===== src/rtl/sram_pkg.sv =====
// ----------------------------------------------------------------------------
// sram_pkg
// Shared SRAM definitions: bus geometry, the per-cycle bus operation type used
// by the port arbiter, the fixed read latency seen by the display path, and
// the arbitration priority function.
// No ports (package).
// ----------------------------------------------------------------------------
package sram_pkg;

  // Bus geometry of the external asynchronous SRAM.
  localparam int SRAM_ADDR_COUNT = 20;
  localparam int SRAM_DATA_WIDTH = 16;

  // Cycles from a read request to o_rd_valid. The display timing depends on
  // this never changing.
  localparam int SRAM_RD_LATENCY = 2;

  // Type of the bus cycle that is driven onto the SRAM pins.
  typedef enum logic [1:0] {
    CYC_IDLE,
    CYC_RD,
    CYC_WR
  } SramCycle;

  // Arbitration for the next bus cycle. Display reads always win, buffered
  // writes drain only inside the write window, otherwise the bus idles.
  function automatic SramCycle next_cycle(input logic rd_req,
                                          input logic wr_avail,
                                          input logic write_window);
    SramCycle cyc;
    cyc = CYC_IDLE;
    if (rd_req) begin
      cyc = CYC_RD;
    end else if (wr_avail && write_window) begin
      cyc = CYC_WR;
    end
    return cyc;
  endfunction

endpackage


===== src/rtl/sram_wr_fifo.sv =====
// ----------------------------------------------------------------------------
// sram_wr_fifo
// Synchronous FIFO holding encoder writes until the arbiter finds a free bus
// cycle. Pointers carry one wrap bit above the index so full and empty are
// distinguished without a separate counter. Head entry is visible
// combinationally (first-word fall-through) so the arbiter can register it
// into the SRAM output flops in the same edge that pops it.
//
// Ports:
//   i_clk        in   1      clock, rising edge
//   i_rst        in   1      asynchronous active-high reset (flushes FIFO)
//   i_push       in   1      write request; ignored while full
//   i_push_data  in   WIDTH  entry to store
//   i_pop        in   1      remove head entry; ignored while empty
//   o_head       out  WIDTH  current head entry (valid while !o_empty)
//   o_full       out  1      no free entry (registered state only)
//   o_empty      out  1      no stored entry (registered state only)
// ----------------------------------------------------------------------------
module sram_wr_fifo #(
  parameter int WIDTH = 36,
  parameter int DEPTH = 4
) (
  input  logic             i_clk,
  input  logic             i_rst,
  input  logic             i_push,
  input  logic [WIDTH-1:0] i_push_data,
  input  logic             i_pop,
  output logic [WIDTH-1:0] o_head,
  output logic             o_full,
  output logic             o_empty
);

  localparam int IDX_W = $clog2(DEPTH);

  logic [IDX_W:0]   wr_ptr_q, wr_ptr_d;
  logic [IDX_W:0]   rd_ptr_q, rd_ptr_d;
  logic [WIDTH-1:0] mem_q [DEPTH];
  logic             push_ok;
  logic             pop_ok;

  // NOTE: every output of an always_comb gets a default at the top of the
  // block; a path that leaves one unassigned would infer a latch.
  always_comb begin
    o_empty  = (wr_ptr_q == rd_ptr_q);
    // Same index, opposite lap: the writer is exactly one lap ahead.
    o_full   = (wr_ptr_q[IDX_W-1:0] == rd_ptr_q[IDX_W-1:0]) &&
               (wr_ptr_q[IDX_W] != rd_ptr_q[IDX_W]);
    push_ok  = i_push && !o_full;
    pop_ok   = i_pop && !o_empty;
    wr_ptr_d = wr_ptr_q + {{IDX_W{1'b0}}, push_ok};
    rd_ptr_d = rd_ptr_q + {{IDX_W{1'b0}}, pop_ok};
    o_head   = mem_q[rd_ptr_q[IDX_W-1:0]];
  end

  // NOTE: sequential state uses non-blocking assignments so every flop
  // samples the pre-edge value of every other flop.
  always_ff @(posedge i_clk or posedge i_rst) begin
    if (i_rst) begin
      wr_ptr_q <= '0;
      rd_ptr_q <= '0;
    end else begin
      wr_ptr_q <= wr_ptr_d;
      rd_ptr_q <= rd_ptr_d;
    end
  end

  // NOTE: storage is deliberately left out of reset; the pointers alone
  // define which entries are meaningful, and an unreset array maps to RAM.
  always_ff @(posedge i_clk) begin
    if (push_ok) begin
      mem_q[wr_ptr_q[IDX_W-1:0]] <= i_push_data;
    end
  end

endmodule


===== src/rtl/sram_port_arbiter.sv =====
// ----------------------------------------------------------------------------
// sram_port_arbiter
// Single-port SRAM scheduler shared by the frame decoder (display reads) and
// the frame encoder (sprite/frame writes). Reads have absolute priority and a
// fixed two-cycle latency. Writes are buffered in a small FIFO and drained one
// per cycle, only while the write window is open and no read is requested.
// All SRAM pins are driven from flops.
//
// Ports:
//   i_clk           in   1       clock, rising edge
//   i_rst           in   1       asynchronous active-high reset
//   i_write_window  in   1       writes may be drained while high
//   i_rd_req        in   1       display read request, sampled every cycle
//   i_rd_addr       in   ADDR_W  read address
//   o_rd_valid      out  1       o_rd_data valid this cycle
//   o_rd_data       out  DATA_W  returned read word
//   i_wr_valid      in   1       encoder write offered
//   i_wr_addr       in   ADDR_W  write address
//   i_wr_data       in   DATA_W  write data
//   o_wr_ready      out  1       FIFO not full (write is taken this edge)
//   o_wr_pending    out  1       FIFO not empty
//   o_sram_addr     out  ADDR_W  SRAM address (registered)
//   o_sram_we_n     out  1       SRAM write enable, active low (registered)
//   o_sram_dq_out   out  DATA_W  write data to the tristate (registered)
//   o_sram_dq_oe    out  1       tristate output enable (registered)
//   i_sram_dq_in    in   DATA_W  SRAM data pins, input side
// ----------------------------------------------------------------------------
module sram_port_arbiter #(
  parameter int ADDR_W     = sram_pkg::SRAM_ADDR_COUNT,
  parameter int DATA_W     = sram_pkg::SRAM_DATA_WIDTH,
  parameter int FIFO_DEPTH = 4
) (
  input  logic              i_clk,
  input  logic              i_rst,
  input  logic              i_write_window,
  input  logic              i_rd_req,
  input  logic [ADDR_W-1:0] i_rd_addr,
  output logic              o_rd_valid,
  output logic [DATA_W-1:0] o_rd_data,
  input  logic              i_wr_valid,
  input  logic [ADDR_W-1:0] i_wr_addr,
  input  logic [DATA_W-1:0] i_wr_data,
  output logic              o_wr_ready,
  output logic              o_wr_pending,
  output logic [ADDR_W-1:0] o_sram_addr,
  output logic              o_sram_we_n,
  output logic [DATA_W-1:0] o_sram_dq_out,
  output logic              o_sram_dq_oe,
  input  logic [DATA_W-1:0] i_sram_dq_in
);

  import sram_pkg::*;

  typedef struct packed {
    logic [ADDR_W-1:0] addr;
    logic [DATA_W-1:0] data;
  } wr_entry_t;

  // --------------------------------------------------------------------------
  // Write FIFO
  // --------------------------------------------------------------------------
  wr_entry_t push_entry;
  wr_entry_t head_entry;
  logic      fifo_full;
  logic      fifo_empty;
  logic      fifo_pop;

  assign push_entry = '{addr: i_wr_addr, data: i_wr_data};

  sram_wr_fifo #(
    .WIDTH ($bits(wr_entry_t)),
    .DEPTH (FIFO_DEPTH)
  ) u_wr_fifo (
    .i_clk       (i_clk),
    .i_rst       (i_rst),
    .i_push      (i_wr_valid),
    .i_push_data (push_entry),
    .i_pop       (fifo_pop),
    .o_head      (head_entry),
    .o_full      (fifo_full),
    .o_empty     (fifo_empty)
  );

  // Status comes straight from the FIFO pointer flops: no input reaches them
  // combinationally.
  assign o_wr_ready   = !fifo_full;
  assign o_wr_pending = !fifo_empty;

  // --------------------------------------------------------------------------
  // Bus cycle state and SRAM output registers
  // --------------------------------------------------------------------------
  SramCycle          cyc_q, cyc_d;
  logic [ADDR_W-1:0] sram_addr_q, sram_addr_d;
  logic              sram_we_n_q, sram_we_n_d;
  logic [DATA_W-1:0] sram_dq_out_q, sram_dq_out_d;
  logic              sram_dq_oe_q, sram_dq_oe_d;
  logic              rd_valid_q, rd_valid_d;
  logic [DATA_W-1:0] rd_data_q, rd_data_d;

  always_comb begin
    cyc_d         = next_cycle(i_rd_req, !fifo_empty, i_write_window);
    // The head leaves the FIFO on the same edge that registers it onto the
    // pins, so a WR bus cycle always carries exactly one popped entry.
    fifo_pop      = (cyc_d == CYC_WR);

    // Idle bus: strobes inactive, address and data hold.
    sram_addr_d   = sram_addr_q;
    sram_dq_out_d = sram_dq_out_q;
    sram_we_n_d   = 1'b1;
    sram_dq_oe_d  = 1'b0;

    case (cyc_d)
      CYC_RD: begin
        // we_n and oe drop in the same registered cycle the read starts,
        // so no turnaround cycle is needed after a write.
        sram_addr_d = i_rd_addr;
      end
      CYC_WR: begin
        sram_addr_d   = head_entry.addr;
        sram_dq_out_d = head_entry.data;
        sram_we_n_d   = 1'b0;
        sram_dq_oe_d  = 1'b1;
      end
      default: begin
      end
    endcase

    // Read return: the word on the pins during an RD bus cycle is captured
    // at its end, giving the fixed request-to-valid latency of two.
    rd_valid_d = (cyc_q == CYC_RD);
    rd_data_d  = rd_valid_d ? i_sram_dq_in : rd_data_q;
  end

  always_ff @(posedge i_clk or posedge i_rst) begin
    if (i_rst) begin
      cyc_q         <= CYC_IDLE;
      sram_addr_q   <= '0;
      sram_we_n_q   <= 1'b1;
      sram_dq_out_q <= '0;
      sram_dq_oe_q  <= 1'b0;
      rd_valid_q    <= 1'b0;
      rd_data_q     <= '0;
    end else begin
      cyc_q         <= cyc_d;
      sram_addr_q   <= sram_addr_d;
      sram_we_n_q   <= sram_we_n_d;
      sram_dq_out_q <= sram_dq_out_d;
      sram_dq_oe_q  <= sram_dq_oe_d;
      rd_valid_q    <= rd_valid_d;
      rd_data_q     <= rd_data_d;
    end
  end

  assign o_sram_addr   = sram_addr_q;
  assign o_sram_we_n   = sram_we_n_q;
  assign o_sram_dq_out = sram_dq_out_q;
  assign o_sram_dq_oe  = sram_dq_oe_q;
  assign o_rd_valid    = rd_valid_q;
  assign o_rd_data     = rd_data_q;

endmodule


===== config.mk =====
export PLATFORM = sky130hd
export DESIGN_NAME = sram_port_arbiter
export DESIGN_NICKNAME = d
export VERILOG_FILES = /design/src/rtl/sram_pkg.sv /design/src/rtl/sram_wr_fifo.sv /design/src/rtl/sram_port_arbiter.sv
export SDC_FILE = /design/constraint.sdc
export NUM_CORES = 1
export LEC_CHECK = 0
export ABC_CLOCK_PERIOD_IN_PS = 3900
export CORE_ASPECT_RATIO = 1.75
export CORE_MARGIN = 1.5
export CORE_UTILIZATION = 35
export DETAILED_ROUTE_END_ITERATION = 16
export PLACE_DENSITY = 0.68
export SLEW_MARGIN = 20
export SYNTH_ARGS = -nofsm -noshare
export SYNTH_HDL_FRONTEND = slang
export SYNTH_SLANG_ARGS = --single-unit

===== constraint.sdc =====
create_clock -name i_clk -period 3.9 [get_ports i_clk]
set_input_delay 0.39 -clock i_clk [delete_from_list [all_inputs] [get_ports i_clk]]
set_output_delay 0.39 -clock i_clk [all_outputs]
set_load 0.1 [all_outputs]

======== Word level (Yosys, flattened, before mapping) ========
Memory sizes are Yosys's and may differ from the RTL's.
Cells that the tools add are included.
word-level totals
  bits in registers ....................... 63
  memories ................................ 1
  RAM bits ................................ 144
operators by class
  reductions and logical operators ........ 7
  multiplexer cells ....................... 7
  add/subtract/negate cells ............... 2
  equal/unequal tests ..................... 6
memories
  memory           depth  bits a word  read ports  clocked after memory_dff  write ports  line                source
  u_wr_fifo.mem_q  4      36           1           0                         1            sram_wr_fifo.sv:37  logic [WIDTH-1:0] mem_q [DEPTH];
operators by type and width
  kind                                                              number
  20-bit case mux with 2 select lines                               1
  3-bit by 1-bit adder with 3-bit output                            2
  2-bit by 1-bit == test with 1-bit output (second input constant)  2
  1-bit logical AND                                                 4
  1-bit 2-to-1 mux                                                  4
  2-bit 2-to-1 mux                                                  2
  3-bit == test                                                     1
  2-bit == test                                                     1
  2-bit == test (second input constant)                             1
  1-bit zero test                                                   2
  2-bit nonzero test                                                1
  1-bit inequality test                                             1

======== Depth between registers and ports, before layout ========
Gate-level depths: netlist of run 1.
  word-level depth ........................ 8
  gate-level depth with buffers ........... 6

======== By module ========
From an unflattened synthesis of run 1, not the netlist that was laid out.
unflattened totals
  cells, all modules ...................... 410
  area total of the unflattened synthesis .. 8030.2 um^2
by module, submodules not included
  module             instances  area each (um^2)  seq. area each (um^2)  cells each
  sram_wr_fifo       1          5561.6            4474.3                 219
  sram_port_arbiter  1          2468.6            1402.6                 191

======== Least setup slack after synthesis of run 1 ========
OpenSTA, ideal clock, no wires.
  path type ............................... flip-flop to flip-flop
  start ................................... register u_wr_fifo.wr_ptr_q[1]
  end ..................................... memory u_wr_fifo.mem_q[1][0], enable pin
  cell stages (with the launch flop) ...... 4
  period minus slack after synthesis ...... 4.079 ns
  data arrival time ....................... 3.597 ns
  library setup time ...................... 0.482 ns
  setup slack ............................. -0.179 ns
  cell sequence ........................... dfrtp_1 -> xor2_1 -> o31ai_1 -> nor3b_1
between the ends
  longest elaborated chain between the ends .. 6
ends and longest elaborated chain
  what                                    line                source
  start: declaration                      sram_wr_fifo.sv:35  logic [IDX_W:0] wr_ptr_q, wr_ptr_d;
  start signal: assignment                sram_wr_fifo.sv:62  wr_ptr_q <= wr_ptr_d;
  2-bit == test                           sram_wr_fifo.sv:46  o_full = (wr_ptr_q[IDX_W-1:0] == rd_ptr_q[IDX_W-1:0]) &&
  1-bit logical AND                       sram_wr_fifo.sv:46
  1-bit zero test                         sram_wr_fifo.sv:48  push_ok = i_push && !o_full;
  1-bit logical AND                       sram_wr_fifo.sv:48
  1-bit 2-to-1 mux                        sram_wr_fifo.sv:70  if (push_ok) begin
  1-bit 2-to-1 mux (not written as such)  sram_wr_fifo.sv:71  mem_q[wr_ptr_q[IDX_W-1:0]] <= i_push_data;
  end: declaration                        sram_wr_fifo.sv:37
Several ways; a longest one is shown, not always the timed one.

======== Final worst setup path of run 1 ========
  start ................................... register u_wr_fifo.rd_ptr_q[0]
  end ..................................... output port o_wr_pending
between the ends
  longest elaborated chain between the ends .. 2
ends and longest elaborated chain
  what                      line                     source
  start: declaration        sram_wr_fifo.sv:36       logic [IDX_W:0] rd_ptr_q, rd_ptr_d;
  start signal: assignment  sram_wr_fifo.sv:63       rd_ptr_q <= rd_ptr_d;
  3-bit == test             sram_wr_fifo.sv:44       o_empty = (wr_ptr_q == rd_ptr_q);
  1-bit zero test           sram_port_arbiter.sv:87  assign o_wr_pending = !fifo_empty;
  end: declaration          sram_port_arbiter.sv:44  output logic o_wr_pending,
Every way passes these cells.

==> results of run 1 <==
==> power breakdown <==
part	internal, µW	switching, µW
clock network	923	759
registers	3010	270
logic	1220	2840
total	5150	3870
==> flip-flops by register name (all words and copies together), names as in the netlist, 2 cells and up <==
| name | flops |
|---|---|
| u_wr_fifo.mem_q | 144 |
| o_rd_data | 16 |
| u_wr_fifo.wr_ptr_q | 3 |
| u_wr_fifo.rd_ptr_q | 3 |
| cyc_q | 2 |
| o_sram_addr | 20 |
| o_sram_dq_out | 16 |
==> cell families after synthesis <==
logic type      share of synthesized area, %
compound gates                         6.076
xor+xnor                              0.9442
fa+ha+maj                             0.6091
buf+inv                                3.091
flops                                  71.83
mux                                    15.53
simple gates                           1.919
==> cell type report <==
class	count	area (µm²)
fill	1951	12810
sequential	207	5904
multi-input combinational	167	2079
timing repair buffer	146	1419
clock buffer	24	504.2
tap	304	380.4
inverter	23	86.33
clock inverter	9	53.80
==> worst paths after layout <==
| check | slack (ps) | from | to | cells after the start |
|---|---|---|---|---|
| min in group i_clk | 410 | i_rd_req | cyc_q[0] | 2 |
| max in group asynchronous | 2660 | i_rst | o_rd_data[2] | 3 |
| worst max register to register | 1250 | u_wr_fifo.wr_ptr_q[0] | u_wr_fifo.mem_q[3][21] | 5 |
| worst max-delay path | 1150 | u_wr_fifo.rd_ptr_q[0] | o_wr_pending | 5 |
| worst min register to register | 500 | o_rd_data[1] | o_rd_data[1] | 1 |
| worst min-delay path | 350 | i_rst | o_rd_data[13] | 2 |
==> stage by stage <==
step	util (%)	area (µm²)	cells	power, µW	hold slack (ps)
2_1_floorplan	-	8217	426	6363	421.4
3_3_place_gp	42.47	9869	847	7316	488.2
3_5_place_dp	42.47	9869	847	7426	495.8
4_1_cts	44.87	10430	880	9127	366.5
5_1_grt	44.87	10430	880	9427	402.4
6_report	44.87	10430	880	9018	345.5
==> cells in the final DEF (no fill, tap or decap) <==
cell / instances
a21oi_1: 14
a22oi_1: 6
and3_2: 1
buf_2: 1
buf_4: 15
clkbuf_1: 4
clkbuf_16: 19
clkbuf_8: 1
clkdlybuf4s50_1: 130
clkinv_1: 1
clkinv_2: 5
clkinv_4: 1
clkinvlp_4: 1
dfrtp_1: 60
dfrtp_2: 2
dfstp_2: 1
edfxtp_1: 144
ha_1: 4
inv_1: 22
inv_2: 1
inv_6: 1
mux2_2: 24
mux2_4: 8
mux4_1: 20
mux4_2: 16
nand3_1: 2
nor2_1: 1
nor2b_1: 1
nor2b_2: 1
nor3_2: 1
nor3b_1: 14
nor3b_2: 2
o311ai_0: 26
o311ai_1: 14
o31a_1: 3
o31ai_1: 1
xnor2_1: 3
xor2_1: 4
xor2_2: 1
==> per-layer routing <==
| metal | GRT usage [%] | up-vias | routed length (µm) | share of wire, % |
|---|---|---|---|---|
| li1 | - | 2009 | - | - |
| met1 | 14.69 | 2223 | 5988 | 36 |
| met2 | 27.30 | 115 | 9565 | 57 |
| met3 | 2.217 | 38 | 760 | 4.5 |
| met4 | 5.508 | 0 | 535 | 3.2 |
| met5 | 0 | - | 0 | 0 |
==> flow_summary.ini, run 1 <==
[place]
io_buffers = 133
place_congestion = 0.7338
place_ws_ps = 1220
dp_hpwl_um = 11410

[sta]
rsz0062_at_grt = false
slew_violations = 0
slew_headroom_pct = 29.18
worstMarginPinSlew_ps = 1059
setup_slack_ps = 1154
setup_viol = 0
period_share_pct = 70.41
fmax_mhz = 364.2
period_needed_ps = 2746
fin_setup_tns_ps = 0
finalHoldViolCount = 0
clock_skew_ps = 8.100

[clock_network]
cts_setup_buffers = 0
clkLatencyLatePin_ps = 480
cts_buffer_depth = 3
cts_tree = done
root_buffer = clkbuf_16
cts-resized-gates = 0
cts_max_level = 1
cts_made_buffers = 19
clock_sinks = 207
clk_pin_slew_worst_paths_ps = 70
hold_buffers = 0

[synth]
syn-instance-count = 426
yosysUniqueCellTypes = 28
seq_area_frac_synth_pct = 71.83
ys_ff_latch = 207
synth_edf_count = 144
yosys_warnings = 0
synth_commonest_cells = edfxtp_1, dfrtp_1, o311ai_0
yosysTopAreaCell = edfxtp_1
synth_fp_nets = 507
synth.most_common_cell = edfxtp_1
synth-async-reset-ratio_pct = 30.43
yosys-top-cells-area = edfxtp_1, dfrtp_1, mux4_1, mux4_2, mux2_2
syn_area_per_cell_um2 = 19.29
synth_top_area_share_pct = 52.63
syn_area_um2 = 8217
synth-main-ff-cell = edfxtp_1

[detailed_routing]
dr.pass1.iters = 4
drtIter0Drc = 296
route.detailed.drc = 0
via_per_inst = 4.983
vias = 4385
ant_nets = 0
wire_per_inst_um = 19.15
totalWireLength_um = 16850

[grt]
grt_pass1_wl_um = 26340
grt_pass1_vias = 4797
grt_max_degree = 58
antenna_found_initial = 0
groute.usage.overall_pct = 13.93
grt-ovfl-total = 0

[power_and_ir_drop]
p_per_area_nw_per_um2 = 864.8
irDropWorstVdd_v = 0.0004995
p_leak_uw = 0.003670

[min_path]
hold_class = in -> async

[die]
die_y_um = 205.7
die_w_um = 118.8
rows = 74
io_pins = 134
start_util_pct = 35.36
coreArea_um2 = 23240
die_area_um2 = 24440

[run_status]
status = completed

[critical_path]
worst_path_max_delay_cell = buf_4
path_cells = buf_4, xnor2_1, nand3_1, buf_4, buf_4
crit_buf_inv = 3
criticalPathCategory = reg -> out
arrival_ps = 2360
crit_family = buffers and inverters
slowest_delay_ps = 560
critPathRequiredTime_ps = 3510
cp_common_cell = buf_4
crit_fanout = 38
crit_path_start_kind = flip-flop
end_kind = output port

[finish]
drive_above_1_share_pct = 17.71
area_growth_pct = 26.91
antennaDiodeCount = 0
fin_nets = 645

[run]
max_cap_viol_count = 0
No activity file was read; power rests on OpenSTA's default activity.
==> run 2, diff against run 1 <==
--- a/config.mk
+++ b/config.mk
@@ -5,12 +5,12 @@
 export SDC_FILE = /design/constraint.sdc
 export NUM_CORES = 1
 export LEC_CHECK = 0
-export ABC_CLOCK_PERIOD_IN_PS = 3900
+export ABC_CLOCK_PERIOD_IN_PS = 2550
 export CORE_ASPECT_RATIO = 1.75
 export CORE_MARGIN = 1.5
 export CORE_UTILIZATION = 35
 export DETAILED_ROUTE_END_ITERATION = 16
-export PLACE_DENSITY = 0.68
+export PLACE_DENSITY = 0.66
 export SLEW_MARGIN = 20
 export SYNTH_ARGS = -nofsm -noshare
 export SYNTH_HDL_FRONTEND = slang
==> constraint.sdc (replaced) <==
create_clock -name i_clk -period 2.55 [get_ports i_clk]
set_input_delay 0.255 -clock i_clk [delete_from_list [all_inputs] [get_ports i_clk]]
set_output_delay 0.255 -clock i_clk [all_outputs]
set_load 0.1 [all_outputs]
==> run 2 against run 1 <==
Compared with the run above: setup slack got worse by 940 ps; power up 57%; routed wire length shrank 1.0%; sequential power grew 53%; clock skew is 2.0 ps higher; first-iteration DRC count decreased by 11%; global-route usage about the same; die area did not move; largest cell class unchanged; largest power group unchanged.
==> flow_summary.ini, run 2 (synthesized netlist as in run 1, its figures left out) <==
[detailed_routing]
totalWireLength_um = 16680
drtIter0Drc = 264
wire_per_inst_um = 18.84
ant_nets = 0
vias = 4396
dr.pass1.iters = 4
route.detailed.drc = 0
via_per_inst = 4.967

[clock_network]
cts_buffer_depth = 3
cts_max_level = 1
cts-resized-gates = 0
cts_made_buffers = 19
cts_setup_buffers = 0
clkLatencyLatePin_ps = 490
clock_sinks = 207
cts_tree = done
clk_pin_slew_worst_paths_ps = 70
hold_buffers = 0
root_buffer = clkbuf_16

[power_and_ir_drop]
power.switching_uw = 5958
swShare_pct = 41.98
power_frac_comb_pct = 43.7
irDropWorstVdd_v = 0.0006487
seqPwrFrac_pct = 35.4
p_int_uw = 8235
clkPwrFrac_pct = 20.9
p_leak_uw = 0.003827
p_per_area_nw_per_um2 = 1351

[die]
die_w_um = 118.8
coreArea_um2 = 23240
rows = 74
die_area_um2 = 24440
die_y_um = 205.7
io_pins = 134
start_util_pct = 35.36

[place]
place_congestion = 0.7483
dp_hpwl_um = 11080
place_ws_ps = 297.8
io_buffers = 133

[finish]
layout_common_cells = edfxtp_1, clkdlybuf4s50_1, buf_4, dfrtp_1, o311ai_0
final_common_cell = edfxtp_1
antennaDiodeCount = 0
largest_reg_flops = 144
area_growth_pct = 27.84
drive_above_1_share_pct = 28.57
fin_nets = 650

[critical_path]
r2r_setup_slack_ps = 350
end_kind = output port
crit_fanout = 38
r2r_cells = 4
criticalPathCategory = reg -> out
timing.rr.start = u_wr_fifo.wr_ptr_q[0]
crit_path_start_kind = flip-flop
crit_start = u_wr_fifo.rd_ptr_q[1]
worstReg2RegEnd = u_wr_fifo.mem_q[3][15]
worstSetupEndpoint = o_wr_pending
critPathRequiredTime_ps = 2300
arrival_ps = 2080

[grt]
groute.usage.overall_pct = 13.90
grt_pass1_vias = 4840
grt_max_degree = 64
antenna_found_initial = 0
grt_pass1_wl_um = 26350
grt-ovfl-total = 0

[run_status]
status = completed

[sta]
finalHoldViolCount = 0
clock_skew_ps = 10.06
rsz0062_at_grt = false
slew_violations = 0
setup_slack_ps = 213.9
holdWs_ps = 158.2
setup_viol = 0
worstMarginPinSlew_ps = 930.3
slew_headroom_pct = 37.98
period_share_pct = 91.61
fmax_mhz = 428.1
period_needed_ps = 2336

[min_path]
hold_class = in -> async

[run]
max_cap_viol_count = 0
[run 2: worst max-delay path: stages (launching register included)]
cell and delay (ps):
dfrtp_2 370, buf_4 440, xnor2_1 180, nand3_1 110
buf_4 260, buf_12 210
[run 2: per-layer routing]
layer	wire length [µm]	GRT usage, %
met5	0	0
met4	452	5.723
met3	764	2.300
met2	9151	26.54
met1	6309	15.12
[run 2: worst min path at each step]
stage / slack (ps) / end / cells after the start
6_report: 160 / o_rd_data[14] / 3
5_1_grt: 170 / o_sram_dq_out[0] / 3
4_1_cts: 150 / o_rd_data[14] / 3
3_5_place_dp: 500 / o_sram_dq_out[3] / 1
3_3_place_gp: 490 / o_rd_data[8] / 1
2_1_floorplan: 290 / cyc_q[0] / 0
[run 2: area by class of cell]
| class | count | area, µm² |
|---|---|---|
| Sequential cell | 207 | 5904 |
| Fill cell | 1979 | 12740 |
| Inverter | 23 | 86.33 |
| Clock inverter | 11 | 138.9 |
| Timing Repair Buffer | 151 | 1381 |
| Tap cell | 304 | 380.4 |
| Multi-Input combinational cell | 167 | 2096 |
| Clock buffer | 22 | 516.7 |
[run 2: stage by stage]
stage | power, µW | TNS (ps) | instances | util (%) | instance area [µm²]
final | 14190 | 0 | 885 | 45.20 | 10500
after global placement | 11230 | 0 | 852 | 42.38 | 9848
after global routing | 14830 | 0 | 885 | 45.20 | 10500
after detailed placement | 11390 | 0 | 852 | 42.38 | 9848
after CTS | 14400 | 0 | 885 | 45.20 | 10500
after floorplan | 9728 | -31480 | 426 | - | 8232
[run 2: power groups by stage]
stage	Sequential (µW)	Combinational [µW]	Clock [µW]
3_5_place_dp	5100	6280	0
6_report	5020	6210	2960
3_3_place_gp	5030	6200	0
5_1_grt	5110	6540	3180
2_1_floorplan	7390	2330	0
4_1_cts	5040	6300	3060
